File: src/rtl/fetch_stage.sv
// Instruction-fetch stage: owns the PC, issues req/ack reads to instruction memory, feeds IF/ID.
// Optional FETCH_PERF_EN adds perf_fetched/perf_dropped counter ports.
module fetch_stage #(
  parameter int unsigned          XLEN      = 32,
  parameter logic [XLEN-1:0]      RESET_PC  = '0,
  parameter logic [31:0]          NOP_INSTR = 32'h0000_0013
) (
  input  logic            clk,
  input  logic            reset,
  input  logic            stall,
  input  logic            PCSrc,
  input  logic [XLEN-1:0] branch_target,
  output logic            imem_req,
  output logic [XLEN-1:0] imem_addr,
  input  logic            imem_ack,
  input  logic [31:0]     imem_rdata,
  output logic            if_valid,
  output logic [XLEN-1:0] if_pc,
  output logic [31:0]     if_instr
`ifdef FETCH_PERF_EN
  ,
  output logic [31:0]     perf_fetched,
  output logic [31:0]     perf_dropped
`endif
);

  typedef enum logic [1:0] {S_IDLE, S_WAIT, S_HOLD} state_e;

  state_e          state_q, state_d;
  logic            req_q, req_d;
  logic [XLEN-1:0] addr_q, addr_d;
  logic            drop_q, drop_d;
  logic [XLEN-1:0] redir_q, redir_d;
  logic            valid_q, valid_d;
  logic [XLEN-1:0] pc_q, pc_d;
  logic [31:0]     instr_q, instr_d;
  logic [XLEN-1:0] hold_pc_q, hold_pc_d;
  logic [31:0]     hold_instr_q, hold_instr_d;
  logic            placed;

  always_comb begin
    state_d      = state_q;
    req_d        = req_q;
    addr_d       = addr_q;
    drop_d       = drop_q;
    redir_d      = redir_q;
    valid_d      = valid_q;
    pc_d         = pc_q;
    instr_d      = instr_q;
    hold_pc_d    = hold_pc_q;
    hold_instr_d = hold_instr_q;
    placed       = 1'b0;

    unique case (state_q)
      S_IDLE: begin
        state_d = S_WAIT;
        req_d   = 1'b1;
        addr_d  = PCSrc ? branch_target : RESET_PC;
      end
      S_WAIT: begin
        if (imem_ack) begin
          if (drop_q || PCSrc) begin
            // Stale response: retire it and re-aim at the newest redirect target.
            drop_d = 1'b0;
            addr_d = PCSrc ? branch_target : redir_q;
          end else if (stall) begin
            hold_pc_d    = addr_q;
            hold_instr_d = imem_rdata;
            req_d        = 1'b0;
            state_d      = S_HOLD;
          end else begin
            placed  = 1'b1;
            pc_d    = addr_q;
            instr_d = imem_rdata;
            addr_d  = addr_q + XLEN'(4);
          end
        end else if (PCSrc) begin
          drop_d  = 1'b1;
          redir_d = branch_target;
        end
      end
      S_HOLD: begin
        if (PCSrc) begin
          req_d   = 1'b1;
          addr_d  = branch_target;
          state_d = S_WAIT;
        end else if (!stall) begin
          placed  = 1'b1;
          pc_d    = hold_pc_q;
          instr_d = hold_instr_q;
          req_d   = 1'b1;
          addr_d  = hold_pc_q + XLEN'(4);
          state_d = S_WAIT;
        end
      end
      default: state_d = S_IDLE;
    endcase

    // Flush beats stall; otherwise an unstalled cycle without a new instruction is a bubble.
    if (PCSrc) begin
      valid_d = 1'b0;
      instr_d = NOP_INSTR;
    end else if (placed) begin
      valid_d = 1'b1;
    end else if (!stall) begin
      valid_d = 1'b0;
      instr_d = NOP_INSTR;
    end
  end

  always_ff @(posedge clk) begin
    if (reset) begin
      state_q      <= S_IDLE;
      req_q        <= 1'b0;
      addr_q       <= RESET_PC;
      drop_q       <= 1'b0;
      redir_q      <= '0;
      valid_q      <= 1'b0;
      pc_q         <= '0;
      instr_q      <= NOP_INSTR;
      hold_pc_q    <= '0;
      hold_instr_q <= '0;
    end else begin
      state_q      <= state_d;
      req_q        <= req_d;
      addr_q       <= addr_d;
      drop_q       <= drop_d;
      redir_q      <= redir_d;
      valid_q      <= valid_d;
      pc_q         <= pc_d;
      instr_q      <= instr_d;
      hold_pc_q    <= hold_pc_d;
      hold_instr_q <= hold_instr_d;
    end
  end

  assign imem_req  = req_q;
  assign imem_addr = addr_q;
  assign if_valid  = valid_q;
  assign if_pc     = pc_q;
  assign if_instr  = instr_q;

`ifdef FETCH_PERF_EN
  logic        discarded;
  logic [31:0] perf_fetched_q, perf_fetched_d;
  logic [31:0] perf_dropped_q, perf_dropped_d;

  always_comb begin
    discarded      = ((state_q == S_WAIT) && imem_ack && (drop_q || PCSrc)) ||
                     ((state_q == S_HOLD) && PCSrc);
    perf_fetched_d = perf_fetched_q + 32'(placed);
    perf_dropped_d = perf_dropped_q + 32'(discarded);
  end

  always_ff @(posedge clk) begin
    if (reset) begin
      perf_fetched_q <= '0;
      perf_dropped_q <= '0;
    end else begin
      perf_fetched_q <= perf_fetched_d;
      perf_dropped_q <= perf_dropped_d;
    end
  end

  assign perf_fetched = perf_fetched_q;
  assign perf_dropped = perf_dropped_q;
`endif

endmodule

File: config.mk
export PLATFORM = sky130hd
export DESIGN_NAME = fetch_stage
export DESIGN_NICKNAME = d
export VERILOG_FILES = /design/src/rtl/fetch_stage.sv
export SDC_FILE = /design/constraint.sdc
export NUM_CORES = 1
export LEC_CHECK = 0
export ABC_AREA = 1
export BUFFER_PORTS_ARGS = -buffer_cell sky130_fd_sc_hd__buf_2
export CAP_MARGIN = 20
export CELL_PAD_IN_SITES_DETAIL_PLACEMENT = 1
export CELL_PAD_IN_SITES_GLOBAL_PLACEMENT = 1
export CORE_UTILIZATION = 43
export CTS_BUF_LIST = sky130_fd_sc_hd__clkbuf_4 sky130_fd_sc_hd__clkbuf_8 sky130_fd_sc_hd__clkbuf_16
export DETAILED_ROUTE_END_ITERATION = 10
export PLACE_DENSITY = 0.94
export SYNTH_ARGS = -nofsm -noshare
export SYNTH_HDL_FRONTEND = slang
export SYNTH_SLANG_ARGS = --single-unit
File: constraint.sdc
create_clock -name clk -period 2.76 [get_ports clk]
set_input_delay 0.414 -clock clk [delete_from_list [all_inputs] [get_ports clk]]
set_output_delay 0.414 -clock clk [all_outputs]
set_load 0.02 [all_outputs]
==> results of run 1 <==
==> critical path: cells and delay by family (launching register included) <==
| family | cells | cell delay [ps] |
|---|---|---|
| simple gates | 4 | 620 |
| buf+inv | 5 | 920 |
| compound gates | 1 | 190 |
| fa+ha+maj | 1 | 300 |
| flops | 1 | 340 |
==> flip-flops by register name, indices dropped and copies added, names as in the netlist <==
register and cells:
imem_req 1, hold_instr_q 32, hold_pc_q 32, if_instr 32
if_pc 32, if_valid 1, redir_q 32, state_q 2
drop_q 1, imem_addr 32
==> power by group <==
part | switching [µW] | internal (µW) | total, µW
registers | 619 | 3340 | 3950
clock network | 1380 | 1250 | 2630
logic | 3070 | 1330 | 4400
==> path summary, 6_finish.rpt <==
path / start / to / slack [ps] / cells past startpoint
setup reg to reg: state_q[1] / imem_addr[9] / 300 / 11
setup / recovery: state_q[1] / imem_addr[9] / 300 / 11
hold / removal: imem_rdata[0] / if_instr[0] / 220 / 3
hold reg to reg: redir_q[17] / redir_q[17] / 450 / 2
==> metrics by stage <==
step           cells  utilization [%]
6_report        1972             51.8
5_1_grt         1972             51.8
4_1_cts         1972             51.8
3_5_place_dp    1940             49.0
3_3_place_gp    1940             49.0
2_1_floorplan   1527                -
==> synth_stat cells, types with 3 or more instances <==
cell type | instances | area [µm²]
xor2_1 | 9 | 78.8
o2111ai_1 | 3 | 26.3
o211ai_1 | 4 | 30.0
a211oi_1 | 3 | 22.5
nand2_2 | 4 | 25.0
a221oi_1 | 6 | 52.6
a21oi_1 | 193 | 966
o21ai_0 | 196 | 981
xnor2_1 | 4 | 35.0
nor2_2 | 4 | 25.0
nand2_1 | 388 | 1460
dfxtp_1 | 197 | 3940
buf_2 | 20 | 100
inv_2 | 6 | 22.5
nor2_1 | 101 | 379
ha_1 | 7 | 87.6
a22oi_1 | 23 | 173
inv_1 | 129 | 484
a31oi_1 | 49 | 307
clkbuf_1 | 69 | 259
nor3_1 | 6 | 30.0
nand3_1 | 83 | 415
nor2_4 | 4 | 45.0
==> cell type report <==
type                    instances  area, µm²  area share (%)
flip-flops and latches        197       3940            33.4
clock inverters                15        196            1.67
clock buffers                  17        425            3.61
repair buffers                191       1060            8.96
multi-input cells            1102       5260            44.6
well taps                     313        392            3.32
inverters                     137        514            4.36
==> logic make-up (layout without fill, tap and decap cells) <==
family / Yosys count / count (layout) / share of synthesized area, %
buf+inv: 228 / 360 / 8.75
xor+xnor: 13 / 13 / 1.13
simple gates: 597 / 597 / 24.1
mux: 1 / 1 / 0.0994
compound gates: 484 / 484 / 25.9
flops: 197 / 197 / 39.2
fa+ha+maj: 7 / 7 / 0.870
==> routing by layer <==
| metal | vias up | part of all wire, % | wire [µm] | track usage, % |
|---|---|---|---|---|
| met1 | 5417 | 42 | 15300 | 37.9 |
| met2 | 378 | 49 | 17900 | 54.0 |
| met3 | 74 | 6.4 | 2320 | 6.10 |
| met4 | 2 | 2.5 | 920 | 10.9 |
| met5 | - | 0.036 | 13 | 0 |
| li1 | 5335 | - | - | - |
==> results.md, run 1 <==
* Nets at 1722
* Max-slew headroom at 63.3%
* Initial antenna violation count at 1
* Commonest non-fill, non-tap cell in the layout: nand2_1
* Leak pwr at 0.00456 µW
* Max Slew Vio Count at 0
* Final Total Pwr at 11000 µW
* Post-CTS resize count at 0
* First-pass GRT wire length at 59.7 mm
* Layout fillers at 3061
* H-tree depth at 4
* Startpoint Class: flop
* TNS Setup at 0 ps
* Num ports at 167
* Syn Inst Count at 1527
* Post-route DRC at 0
* RD Place Congestion at 0.896
* Synth warn at 0
* Die area at 24000 µm²
* Endpoints failing setup at 0
* Status: complete, no violations
* Total of max-cap violations at 0
* Cell with the largest stage delay on the worst path: dfxtp_1
* Die Span X at 155 µm
* Max clock buf depth at 2
* Layout area overhead at 17.1%
* Unrepaired setup endpoints after global routing: false
* Final instance area at 11800 µm²
* Row cnt at 55
* CTS Hold Bufs at 0
* Number of synthesized register bits at 197
* Port Buffers at 166
* Maximum VDD drop at 0.521 mV
* Vias in the first global route at 11660
* Sequential-to-total area share from yosys stat at 39.2%
* Post-Place Worst Slack at 277 ps
* Fin. Hold Viols at 0
* Drt pass-1 iters at 5
* Starting density of the core at 44.2%
* Placed instance area at 11200 µm²
* Critical Path End Type: flop
* Avg Vias per Cell at 5.68
* Skew final at 13.0 ps
* CP required at 3130 ps
* Distinct cells, synth at 36
* Detailed Place HPWL at 25.3 mm
* Die extent in y at 155 µm
* Crit path cell chain: inv_1 > ha_1 > inv_2 > nor2_1 > inv_1 > nand2_1 > nor2_2 > inv_2 > buf_4 > nand2_1 > a21oi_1
* Minimum clock period at 2460 ps
* Core area at 22800 µm²
* Avg WL per Cell at 18.5 µm
* Root Driver: clkbuf_16
* Syn Nets at 1603
* Commonest non-fill, non-tap cells in the layout: nand2_1, dfxtp_1, o21ai_0
* Routed Antenna Nets at 0
* GRT Total Usage at 31.0%
* Fmax at 406 MHz
* Congestion Overflow GR at 0
* Synth Flop Type: dfxtp_1
* Drt total wl at 36.4 mm
* Post-synth EDFFs at 0
* DRC marker count from the first detailed-route iteration at 669
* FFs w/ async S/R, synth at 0%
* Worst-Margin Slew at 550 ps
* Total CTS buffers at 17
* WP data arrival at 2830 ps
* Post-Syn Area at 10100 µm²
* CTS tree: yes
* CP max stage delay at 340 ps
* Largest net degree at the start of global routing at 93
* Via count at 11206
* Postcts setup bufs at 0
* Clock slew at reported path FFs at 80 ps
* Synth Area per Inst at 6.60 µm²
* Proportion of layout cells with a drive suffix above 1 at 14.8%
* Period utilization at 89.2%
* CP Max Fanout at 21
* N_diodes at 0
* Crit Path Class: flop to flop
* Worst Hold Slack at 221 ps
* Hold Crit Class: primary input to flop
* Pwr Density at 932 nW/µm²
* Slack of the critical path at 299 ps
* Clock sink count at 197
* Clock latency on the worst-skew pair at 460 ps
Power figures use the tool's default switching activity.
==> run 2: changes to the inputs <==
--- a/config.mk
+++ b/config.mk
@@ -10,10 +10,10 @@
 export CAP_MARGIN = 20
 export CELL_PAD_IN_SITES_DETAIL_PLACEMENT = 1
 export CELL_PAD_IN_SITES_GLOBAL_PLACEMENT = 1
-export CORE_UTILIZATION = 43
+export CORE_UTILIZATION = 40
 export CTS_BUF_LIST = sky130_fd_sc_hd__clkbuf_4 sky130_fd_sc_hd__clkbuf_8 sky130_fd_sc_hd__clkbuf_16
 export DETAILED_ROUTE_END_ITERATION = 10
-export PLACE_DENSITY = 0.94
+export PLACE_DENSITY = 0.88
 export SYNTH_ARGS = -nofsm -noshare
 export SYNTH_HDL_FRONTEND = slang
 export SYNTH_SLANG_ARGS = --single-unit
==> run 2 against run 1 <==
- clock power grew 4%
- sequential power barely moved
- core utilization decreased by 3.3 points
- final cell count up 0.91%
- sequential share of layout area is 0.28 points lower
- setup slack better by 150 ps
- via count is 1.2% lower
- combinational power about the same
- hold slack lost 15 ps
- clock skew up 5.6 ps
- first-iteration DRC count is 6.4% higher
- maximum frequency up 6.6%
- critical path type unchanged
- largest power group unchanged
==> results.md, run 2 (synthesis results as in run 1) <==
* Layout fillers at 3296 (+7.7%)
* Post-CTS resize count at 0 (unchanged)
* Via count at 11069 (-1.2%)
* Proportion of layout cells with a drive suffix above 1 at 15.1% (+0.26 points)
* Max clock buf depth at 2 (unchanged)
* Global routing's busiest layer: met2
* Commonest non-fill, non-tap cell in the layout: nand2_1
* Global routing usage on met3 at 5.60% (-0.50 points)
* First-pass GRT wire length at 58.5 mm (-1.9%)
* Avg WL per Cell at 18.2 µm (-1.6%)
* Met1 GRT Util at 35.3% (-2.6 points)
* Final Total Pwr at 11100 µW (+1.0%)
* Critical Path End Type: flop
* Worst Hold Slack at 206 ps (-14.7 ps)
* Startpoint Class: flop
* Starting density of the core at 41.1% (-3.2 points)
* Initial antenna violation count at 6 (+5)
* Post-route DRC at 0 (unchanged)
* Max-slew headroom at 58.6% (-4.8 points)
* Sw Ratio at 45.7% (-0.37 points)
* GRT Total Usage at 28.3% (-2.8 points)
* Maximum VDD drop at 0.454 mV (-13%)
* Row cnt at 57 (+3.6%)
* Port Buffers at 166 (unchanged)
* Status: complete, no violations
* R2R Path End: imem_addr[23]
* Root Driver: clkbuf_16
* Skew final at 18.7 ps (+5.64 ps)
* Leak pwr at 0.00460 µW (+0.86%)
* Largest net degree at the start of global routing at 106 (+14%)
* R2R depth at 10 (-1)
* Hold Path Sink: if_instr[0]
* Post-Place Worst Slack at 449 ps (+173 ps)
* Dpl cells at 1956 (+0.82%)
* TNS Setup at 0 ps (unchanged)
* Crit Path Class: flop to flop
* Core area at 24500 µm² (+7.7%)
* Total of max-cap violations at 0 (unchanged)
* Clock sink count at 197 (unchanged)
* WP data arrival at 2680 ps (-150 ps)
* Hold Crit Depth at 3 (unchanged)
* Num ports at 167 (unchanged)
* Avg Vias per Cell at 5.56 (-2.1%)
* Unrepaired setup endpoints after global routing: false
* CTS tree: yes
* CP required at 3130 ps (about the same)
* Clk pwr share at 24.6% (+0.7 points)
* Drt total wl at 36.2 mm (-0.66%)
* Endpoints failing setup at 0 (unchanged)
* Slack of the critical path at 451 ps (+152 ps)
* Final Non-Filler Cells at 1990 (+0.91%)
* Die extent in y at 161 µm (+3.6%)
* Total CTS buffers at 17 (unchanged)
* Layout area overhead at 18.1%
* Hold path start: imem_rdata[0]
* Commonest non-fill, non-tap cells in the layout: nand2_1, dfxtp_1, o21ai_0
* Clock slew at reported path FFs at 90 ps (about the same)
* Logic gate share of total power at 39.8% (-0.3 points)
* CTS Hold Bufs at 0 (unchanged)
* Routed Antenna Nets at 0 (unchanged)
* DRC marker count from the first detailed-route iteration at 712 (+6.4%)
* Max Slew Vio Count at 0 (unchanged)
* Hold Crit Class: primary input to flop
* RD Place Congestion at 0.918 (+2.5%)
* Worst R2R Setup Slack at 450 ps (+150 ps)
* Pwr Density at 933 nW/µm² (+0.17%)
* Fin. Hold Viols at 0 (unchanged)
* Seq pwr share at 35.6% (-0.4 points)
* Minimum clock period at 2310 ps (-152 ps)
* Period utilization at 83.7% (-5.5 points)
* Drt pass-1 iters at 5 (unchanged)
* Pint at 6020 µW (+1.7%)
* Vias in the first global route at 11311 (-3.0%)
* FF-to-FF Start: state_q[1]
* Clock latency on the worst-skew pair at 460 ps (about the same)
* Postcts setup bufs at 0 (unchanged)
* Die area at 25800 µm² (+7.4%)
* GR Util met2 at 48.0% (-6.1 points)
* Sw Pwr at 5080 µW (+0.22%)
* Nets at 1727 (+0.29%)
* CP Max Fanout at 36 (+71%)
* Worst-Margin Slew at 621 ps (+71.4 ps)
* Congestion Overflow GR at 0 (unchanged)
* H-tree depth at 4 (unchanged)
* Die Span X at 161 µm (+3.6%)
* Fmax at 433 MHz (+6.6%)
* Detailed Place HPWL at 25.6 mm (+1.4%)
-- run 2: cell types whose count changed in the layout (fill, tap and decap cells not counted), sizes merged --
cell and change:
diode +2, clkinv -1, inv +1, buf +5
-- run 2: critical path: stages, from the launching register on --
cell     delay [ps]
dfxtp_1         360
inv_1           100
ha_1            260
nand2_1         320
o22ai_1         150
nor2_2          170
inv_2           160
buf_12          210
a21oi_1         210
nand2_1         100
a21oi_1         170
-- run 2: routing by layer --
layer,up-vias,share of wire (%),wire length [µm]
met3,76,6.1,2210
li1,5344,-,-
met2,324,47,17100
met5,-,0.075,27
met1,5321,44,15800
met4,4,2.6,937
-- run 2: per-stage QoR --
step / utilization (%) / instance area (µm²)
detailed placement: 45.8 / 11200
global placement: 45.8 / 11200
floorplan: - / 10100
global route: 48.4 / 11900
finish: 48.5 / 11900
CTS: 48.4 / 11900
-- run 2: layout make-up --
cell class	count	area [µm²]	share of cell area, %
diodes	2	5.00	0.0421
repair buffers	196	1110	9.30
flip-flops and latches	197	3940	33.2
clock inverters	15	228	1.91
well taps	324	405	3.41
inverters	137	515	4.34
clock buffers	17	425	3.58
multi-input cells	1102	5260	44.3
-- run 2: worst max-delay path by stage --
stage / slack, ps / endpoint / from / depth (start not counted)
CTS: 440 / if_instr[3] / state_q[0] / 10
finish: 450 / imem_addr[23] / state_q[1] / 10
global placement: 550 / imem_addr[16] / PCSrc / 10
global route: 210 / hold_instr_q[25] / state_q[1] / 8
floorplan: 910 / if_instr[14] / state_q[0] / 8
detailed placement: 450 / if_pc[26] / PCSrc / 10
-- run 2: power by group through the flow --
stage / combinational (µW) / sequential, µW / clock [µW]
floorplan: 2590 / 4160 / 0
global placement: 4140 / 3970 / 0
detailed placement: 4320 / 3990 / 0
CTS: 4390 / 3930 / 2770
global route: 4860 / 4010 / 2890
finish: 4420 / 3950 / 2730
